**src/rtl/decode_stage.sv**
```systemverilog
// Purpose: RV32 ID stage - decodes an instruction into an ALU command plus writeback info and registers it into ID/EX.
// Latency: 1 cycle from capture to out_* (rf_rs*_addr and in_ready are combinational).
// Backpressure: stall holds the ID/EX register and deasserts in_ready; flush squashes the entry and wins over stall.
//
// Ports:
//   clk, reset            clock, synchronous active-high reset
//   in_valid/in_instr/in_pc   instruction from IF; in_ready = !stall
//   stall, flush          hazard-unit hold / squash of the ID/EX register
//   rf_rs1/2_addr, rf_rs1/2_data   same-cycle register-file read port
//   out_valid, out_alu_op, out_a, out_b, out_rd, out_reg_write, out_illegal   ID/EX register
module decode_stage #(
  parameter bit ILLEGAL_AS_NOP = 1'b0
) (
  input  logic        clk,
  input  logic        reset,
  input  logic        in_valid,
  input  logic [31:0] in_instr,
  input  logic [31:0] in_pc,
  input  logic        stall,
  input  logic        flush,
  output logic        in_ready,
  output logic [4:0]  rf_rs1_addr,
  output logic [4:0]  rf_rs2_addr,
  input  logic [31:0] rf_rs1_data,
  input  logic [31:0] rf_rs2_data,
  output logic        out_valid,
  output logic [2:0]  out_alu_op,
  output logic [31:0] out_a,
  output logic [31:0] out_b,
  output logic [4:0]  out_rd,
  output logic        out_reg_write,
  output logic        out_illegal
);

  // ALU command encodings understood by the EX stage
  localparam logic [2:0] ALU_AND = 3'd0;
  localparam logic [2:0] ALU_OR  = 3'd1;
  localparam logic [2:0] ALU_ADD = 3'd2;
  localparam logic [2:0] ALU_XOR = 3'd3;
  localparam logic [2:0] ALU_SHL = 3'd4;
  localparam logic [2:0] ALU_SHR = 3'd5;
  localparam logic [2:0] ALU_SUB = 3'd6;
  localparam logic [2:0] ALU_SLT = 3'd7;

  localparam logic [6:0] OPC_OP     = 7'b0110011;
  localparam logic [6:0] OPC_OP_IMM = 7'b0010011;
  localparam logic [6:0] OPC_LUI    = 7'b0110111;
  localparam logic [6:0] OPC_AUIPC  = 7'b0010111;

  logic [6:0]  w_opcode;
  logic [2:0]  w_f3;
  logic [6:0]  w_f7;
  logic [4:0]  w_rd;
  logic [31:0] w_imm_i;
  logic [31:0] w_imm_u;
  logic [31:0] w_shamt;

  logic        w_sup;
  logic [2:0]  w_op;
  logic [31:0] w_a;
  logic [31:0] w_b;

  logic        r_valid;
  logic [2:0]  r_alu_op;
  logic [31:0] r_a;
  logic [31:0] r_b;
  logic [4:0]  r_rd;
  logic        r_reg_write;
  logic        r_illegal;

  assign w_opcode = in_instr[6:0];
  assign w_f3     = in_instr[14:12];
  assign w_f7     = in_instr[31:25];
  assign w_rd     = in_instr[11:7];
  assign w_imm_i  = {{20{in_instr[31]}}, in_instr[31:20]};
  assign w_imm_u  = {in_instr[31:12], 12'b0};
  assign w_shamt  = {27'b0, in_instr[24:20]};

  assign in_ready    = !stall;
  assign rf_rs1_addr = in_instr[19:15];
  assign rf_rs2_addr = in_instr[24:20];

  // The ALU's SLT is unsigned, so only sltu/sltiu decode to it; signed
  // compares and arithmetic right shifts have no ALU op and are rejected.
  always_comb begin
    w_sup = 1'b0;
    w_op  = ALU_ADD;
    w_a   = rf_rs1_data;
    w_b   = rf_rs2_data;
    case (w_opcode)
      OPC_OP: begin
        if (w_f7 == 7'b0000000) begin
          w_sup = 1'b1;
          case (w_f3)
            3'b000:  w_op = ALU_ADD;
            3'b001:  w_op = ALU_SHL;
            3'b011:  w_op = ALU_SLT;
            3'b100:  w_op = ALU_XOR;
            3'b101:  w_op = ALU_SHR;
            3'b110:  w_op = ALU_OR;
            3'b111:  w_op = ALU_AND;
            default: w_sup = 1'b0;
          endcase
        end else if (w_f7 == 7'b0100000 && w_f3 == 3'b000) begin
          w_sup = 1'b1;
          w_op  = ALU_SUB;
        end
      end
      OPC_OP_IMM: begin
        w_b   = w_imm_i;
        w_sup = 1'b1;
        case (w_f3)
          3'b000: w_op = ALU_ADD;
          3'b011: w_op = ALU_SLT;
          3'b100: w_op = ALU_XOR;
          3'b110: w_op = ALU_OR;
          3'b111: w_op = ALU_AND;
          3'b001: begin
            w_op  = ALU_SHL;
            w_b   = w_shamt;
            w_sup = (w_f7 == 7'b0000000);
          end
          3'b101: begin
            w_op  = ALU_SHR;
            w_b   = w_shamt;
            w_sup = (w_f7 == 7'b0000000);
          end
          default: w_sup = 1'b0;
        endcase
      end
      OPC_LUI: begin
        w_sup = 1'b1;
        w_a   = 32'd0;
        w_b   = w_imm_u;
      end
      OPC_AUIPC: begin
        w_sup = 1'b1;
        w_a   = in_pc;
        w_b   = w_imm_u;
      end
      default: w_sup = 1'b0;
    endcase
    // Rejected encodings always present ADD so EX never sees a stray op
    if (!w_sup) begin
      w_op = ALU_ADD;
    end
  end

  always_ff @(posedge clk) begin
    if (reset) begin
      r_valid     <= 1'b0;
      r_alu_op    <= ALU_ADD;
      r_a         <= 32'd0;
      r_b         <= 32'd0;
      r_rd        <= 5'd0;
      r_reg_write <= 1'b0;
      r_illegal   <= 1'b0;
    end else if (flush) begin
      r_valid     <= 1'b0;
      r_reg_write <= 1'b0;
      r_illegal   <= 1'b0;
    end else if (!stall) begin
      r_valid     <= in_valid && (w_sup || !ILLEGAL_AS_NOP);
      r_illegal   <= in_valid && !w_sup && !ILLEGAL_AS_NOP;
      // x0 is hard-wired zero, so a write to it is dropped here
      r_reg_write <= in_valid && w_sup && (w_rd != 5'd0);
      r_alu_op    <= w_op;
      r_a         <= w_a;
      r_b         <= w_b;
      r_rd        <= w_rd;
    end
  end

  assign out_valid     = r_valid;
  assign out_alu_op    = r_alu_op;
  assign out_a         = r_a;
  assign out_b         = r_b;
  assign out_rd        = r_rd;
  assign out_reg_write = r_reg_write;
  assign out_illegal   = r_illegal;

endmodule

```
**config.mk**
```make
export PLATFORM = sky130hd
export DESIGN_NAME = decode_stage
export DESIGN_NICKNAME = d
export VERILOG_FILES = /design/src/rtl/decode_stage.sv
export SDC_FILE = /design/constraint.sdc
export NUM_CORES = 1
export LEC_CHECK = 0
export ABC_CLOCK_PERIOD_IN_PS = 1340
export CORE_AREA = 4 4 128 130
export CTS_BUF_LIST = sky130_fd_sc_hd__clkbuf_8 sky130_fd_sc_hd__clkbuf_16
export DETAILED_ROUTE_END_ITERATION = 8
export DIE_AREA = 0 0 132 134
export HOLD_SLACK_MARGIN = 0.08
export SLEW_MARGIN = 25
export SYNTH_ARGS = -nofsm -noshare
export SYNTH_HDL_FRONTEND = slang
export SYNTH_SLANG_ARGS = --single-unit
export TNS_END_PERCENT = 100
```
**constraint.sdc**
```tcl
create_clock -name clk -period 1.34 [get_ports clk]
set_input_delay 0.268 -clock clk [delete_from_list [all_inputs] [get_ports clk]]
set_output_delay 0.268 -clock clk [all_outputs]
set_load 0.01 [all_outputs]
```
==> flow_summary_export.csv <==
group,metric,value,unit
sta,period_needed,1.324,ns
power,p_total,6.499,mW
power,p_leak,3.142,nW
sta,period_share,98.79,%
grt,grt_first_pass_wirelength,25.97,mm
sta,slew_headroom,76.12,%
worst_setup_path,cp.arrival,1.56,ns
floorplanning,dieWidth,132,um
synth,seq_area_frac_synth,40.15,%
final_layout,fin_area,7266,um^2
worst_setup_path,reg2reg_depth,3,
synth,synthCells,451,
final_layout,drive_above_1_share,24.65,%
synth,synthAdderAreaFrac,0,%
routing,drc,0,
sta,worstMarginPinSlew,0.3582,ns
sta,setup_viol,0,
worst_setup_path,crit_family,"compound AO/OA/AOI/OAI gates",
min_path,hold_end,"out_rd[4]$_SDFFE_PP0P_",
worst_setup_path,cp.buffers_inverters,1,
routing,firstDrtPassIters,5,
floorplanning,fp.dieArea,17690,um^2
floorplanning,core-area,15150,um^2
final_layout,seqCellArea,1501,um^2
sta,fmax,0.7554,GHz
synth,avgSynthCellArea,8.292,um^2
placement,placed_area,6533,um^2
grt,antenna_found_initial,0,
sta,skew,0,ns
worst_setup_path,crit_cells,5,
grt,grt_max_degree,31,
synth,synth.area.top_cells,"dfxtp_1 (40%), a311oi_1 (7.5%), nor2_1 (6.9%)",
sta,hold_viol,0,
placement,dp_hpwl,11.33,mm
synth,ys.flop_type,"dfxtp_1",
min_path,worstHoldPathCells,3,
min_path,hold_class,"in2reg",
final_layout,num-fill-cells,1466,
worst_setup_path,worstSetupPathType,"in2reg",
routing,drt-total-wl,16.89,mm
worst_setup_path,critical_path.slowest_cell,"or4_4",
synth,synth_top_family_by_area,"simple AND/OR/NAND/NOR gates",
synth,synthArstFlopShare,0,%
synth,syn_nets,584,
worst_setup_path,crit_path_start_kind,"primary input",
sta,rsz0062_at_grt,"yes",
routing,postRouteAntennaNets,0,
synth,yosys.cell_types.count,47,
synth,synth-edff-count,0,
outcome,outcome,"finished, final reports clean",
min_path,hold_path_startpoint,"in_instr[11]",
power,power_density,894.5,nW/um^2
synth,synth_warnings,0,
worst_setup_path,crit_chain,"clkdlybuf4s15_1, or4_4, o21a_1, a31oi_1, a21bo_2",
synth,synth_xor_area_share,0.2342,%
clocking,clk_latency,0.34,ns
worst_setup_path,r2r-start,"out_reg_write$_SDFFE_PP0N_",
grt,grt.total_usage,18.47,%
worst_setup_path,worstPathMaxFanout,2,
final_layout,antennaDiodeCount,0,
clocking,clock-sinks,75,
synth,ys_ff_latch,75,
clocking,cts_htree_levels,3,
worst_setup_path,cp-end-kind,"flop",
synth,syn_area,3740,um^2
synth,synth_compound_gate_area_share,24.69,%
worst_setup_path,slowest_delay,0.49,ns
placement,port_buffers,218,
synth,synth_top_area_share,40.15,%
routing,viasPerCell,5.009,
power,ir_drop,0.4849,mV
worst_setup_path,worst-r2r-setup-slack,0.40,ns
clocking,cts_tree,"built",
clocking,clkTransAtPathRegs,0.06,ns
grt,grt_remaining_overflow,0,
sta,maxSlewViolCount,0,
floorplanning,ios,219,
worst_setup_path,r2r-end,"out_reg_write$_SDFFE_PP0N_",
floorplanning,die_y,134,um
routing,vias,4558,
synth,synth_mux_area_share,0.2676,%
final_layout,final_nets,850,
final_layout,multiInputGateArea,2196,um^2
floorplanning,row_count,45,
floorplanning,start_util,24.69,%
clocking,clock_path_buffers,2,
synth,synth_top_cell_by_area,"dfxtp_1",
worst_setup_path,required,1.57,ns
routing,dr.first_iter.drc_count,216,
run,cap_viol_max_count,0,
routing,wire_per_inst,18.56,um
final_layout,area_growth,94.28,%
clocking,numCtsBuffers,9,
grt,first_global_vias,4732,
clocking,cts_root_buf,"clkbuf_16",
synth,yosys.area_share.simple,25.83,%
placement,gp_congestion,0.8476,
-- cells in the mapped netlist, types with 2 or more instances --
library cell	count
and3_1	2
nor2_1	69
o21ai_2	2
nor3_1	3
nand3_1	7
a31oi_1	3
a21oi_1	18
a311oi_1	32
nand2b_1	2
inv_1	7
buf_4	10
or4_1	2
nor3b_1	2
buf_6	8
buf_2	9
buf_1	3
a22oi_1	21
nand4_1	2
o41ai_1	5
nand2_1	59
nor4b_1	2
nand3b_1	32
clkbuf_1	21
a211oi_1	33
dfxtp_1	75
-- cell families after synthesis --
| family | after synthesis |
|---|---|
| and+or+nand+nor | 193 |
| muxes | 1 |
| xor gates and xnor gates | 1 |
| AOI/OAI and AO/OA | 122 |
| DFF | 75 |
| buffers and inverters | 59 |
-- through the flow --
| step | hold WS (ns) | setup TNS (ns) | utilization (%) | setup slack, ns | cells |
|---|---|---|---|---|---|
| floorplan | 0.3473 | -1.874 | - | -0.08167 | 451 |
| global placement | 0.4443 | -40.06 | 43.13 | -0.5699 | 872 |
| detailed placement | 0.4464 | -43.19 | 43.13 | -0.6205 | 872 |
| CTS | 0.2602 | -0.01299 | 47.30 | -0.01299 | 906 |
| global route | 0.2030 | -0.01470 | 47.97 | -0.01255 | 910 |
| finish | 0.1849 | 0 | 47.97 | 0.01625 | 910 |
-- flip-flops by register name, indices dropped and copies added (netlist names) --
signal         count
out_reg_write      1
out_alu_op         3
out_a             32
out_illegal        1
out_rd             5
out_b             32
out_valid          1
-- routing by layer --
| layer | up-vias | GRT usage, % | part of all wire, % |
|---|---|---|---|
| li1 | 2176 | - | - |
| met1 | 2170 | 22.60 | 42 |
| met4 | 0 | 5.951 | 1.4 |
| met3 | 18 | 3.976 | 6.3 |
| met2 | 194 | 32.35 | 50 |
| met5 | - | 0 | 0 |
-- worst max-delay path by stage --
stage / startpoint / to / slack (ns)
2_1_floorplan: in_instr[9] / out_reg_write$_SDFFE_PP0N_ / -0.08
3_3_place_gp: in_instr[9] / out_reg_write$_SDFFE_PP0N_ / -0.57
3_5_place_dp: in_instr[0] / out_a[27]$_SDFFE_PP0P_ / -0.62
4_1_cts: in_instr[1] / out_b[14]$_SDFFE_PP0P_ / -0.01
5_1_grt: in_instr[22] / out_b[2]$_SDFFE_PP0P_ / -0.01
6_report: in_instr[8] / out_reg_write$_SDFFE_PP0N_ / 0.02
-- area by class of cell --
| class | instances | share of cell area [%] |
|---|---|---|
| Clock buffer | 12 | 3.668 |
| Inverter | 8 | 0.4133 |
| Tap cell | 188 | 3.237 |
| Timing Repair Buffer | 306 | 41.14 |
| Clock inverter | 4 | 0.6544 |
| Sequential cell | 75 | 20.66 |
| Multi-Input combinational cell | 317 | 30.22 |
-- report_power, final --
part	internal, mW	leakage [nW]	switching [mW]
sequential	2.37	0.618	0.0714
clock	1.59	0.155	0.966
combinational	0.844	2.37	0.660
total	4.80	3.14	1.70
-- placed cells by master, fill, tap and decap left out, drive strengths merged, types with 3 or more instances in the layout --
| cell | netlist | routed |
|---|---|---|
| clkdlybuf4s15 | 0 | 5 |
| nand3b | 32 | 32 |
| nand3 | 7 | 7 |
| o21ai | 4 | 4 |
| a31oi | 3 | 3 |
| nor3 | 4 | 4 |
| inv | 8 | 8 |
| nor2 | 70 | 70 |
| a211oi | 33 | 33 |
| a21oi | 18 | 18 |
| clkdlybuf4s50 | 0 | 108 |
| a311oi | 32 | 32 |
| dlygate4sd2 | 0 | 91 |
| nand2 | 59 | 59 |
| clkbuf | 21 | 20 |
| o41ai | 5 | 5 |
| a22oi | 21 | 21 |
| dfxtp | 75 | 75 |
| buf | 30 | 92 |
-- repair_timing --
| item | 4_1_cts | 5_1_grt |
|---|---|---|
| pin swaps | 19 | 15 |
| resized for setup | 163 | 47 |
| setup endpoints to repair | 156 | 61 |
| buffers inserted | 10 | 4 |
| hold buffers | 0 | 0 |
| gates cloned | 8 | 1 |
-- worst register-to-register path: stages (launching register included) --
cell and delay, ns:
dfxtp_1 0.32, and3_1 0.16, a31oi_1 0.13, a21bo_2 0.23
(Power assumes the default switching activity.)
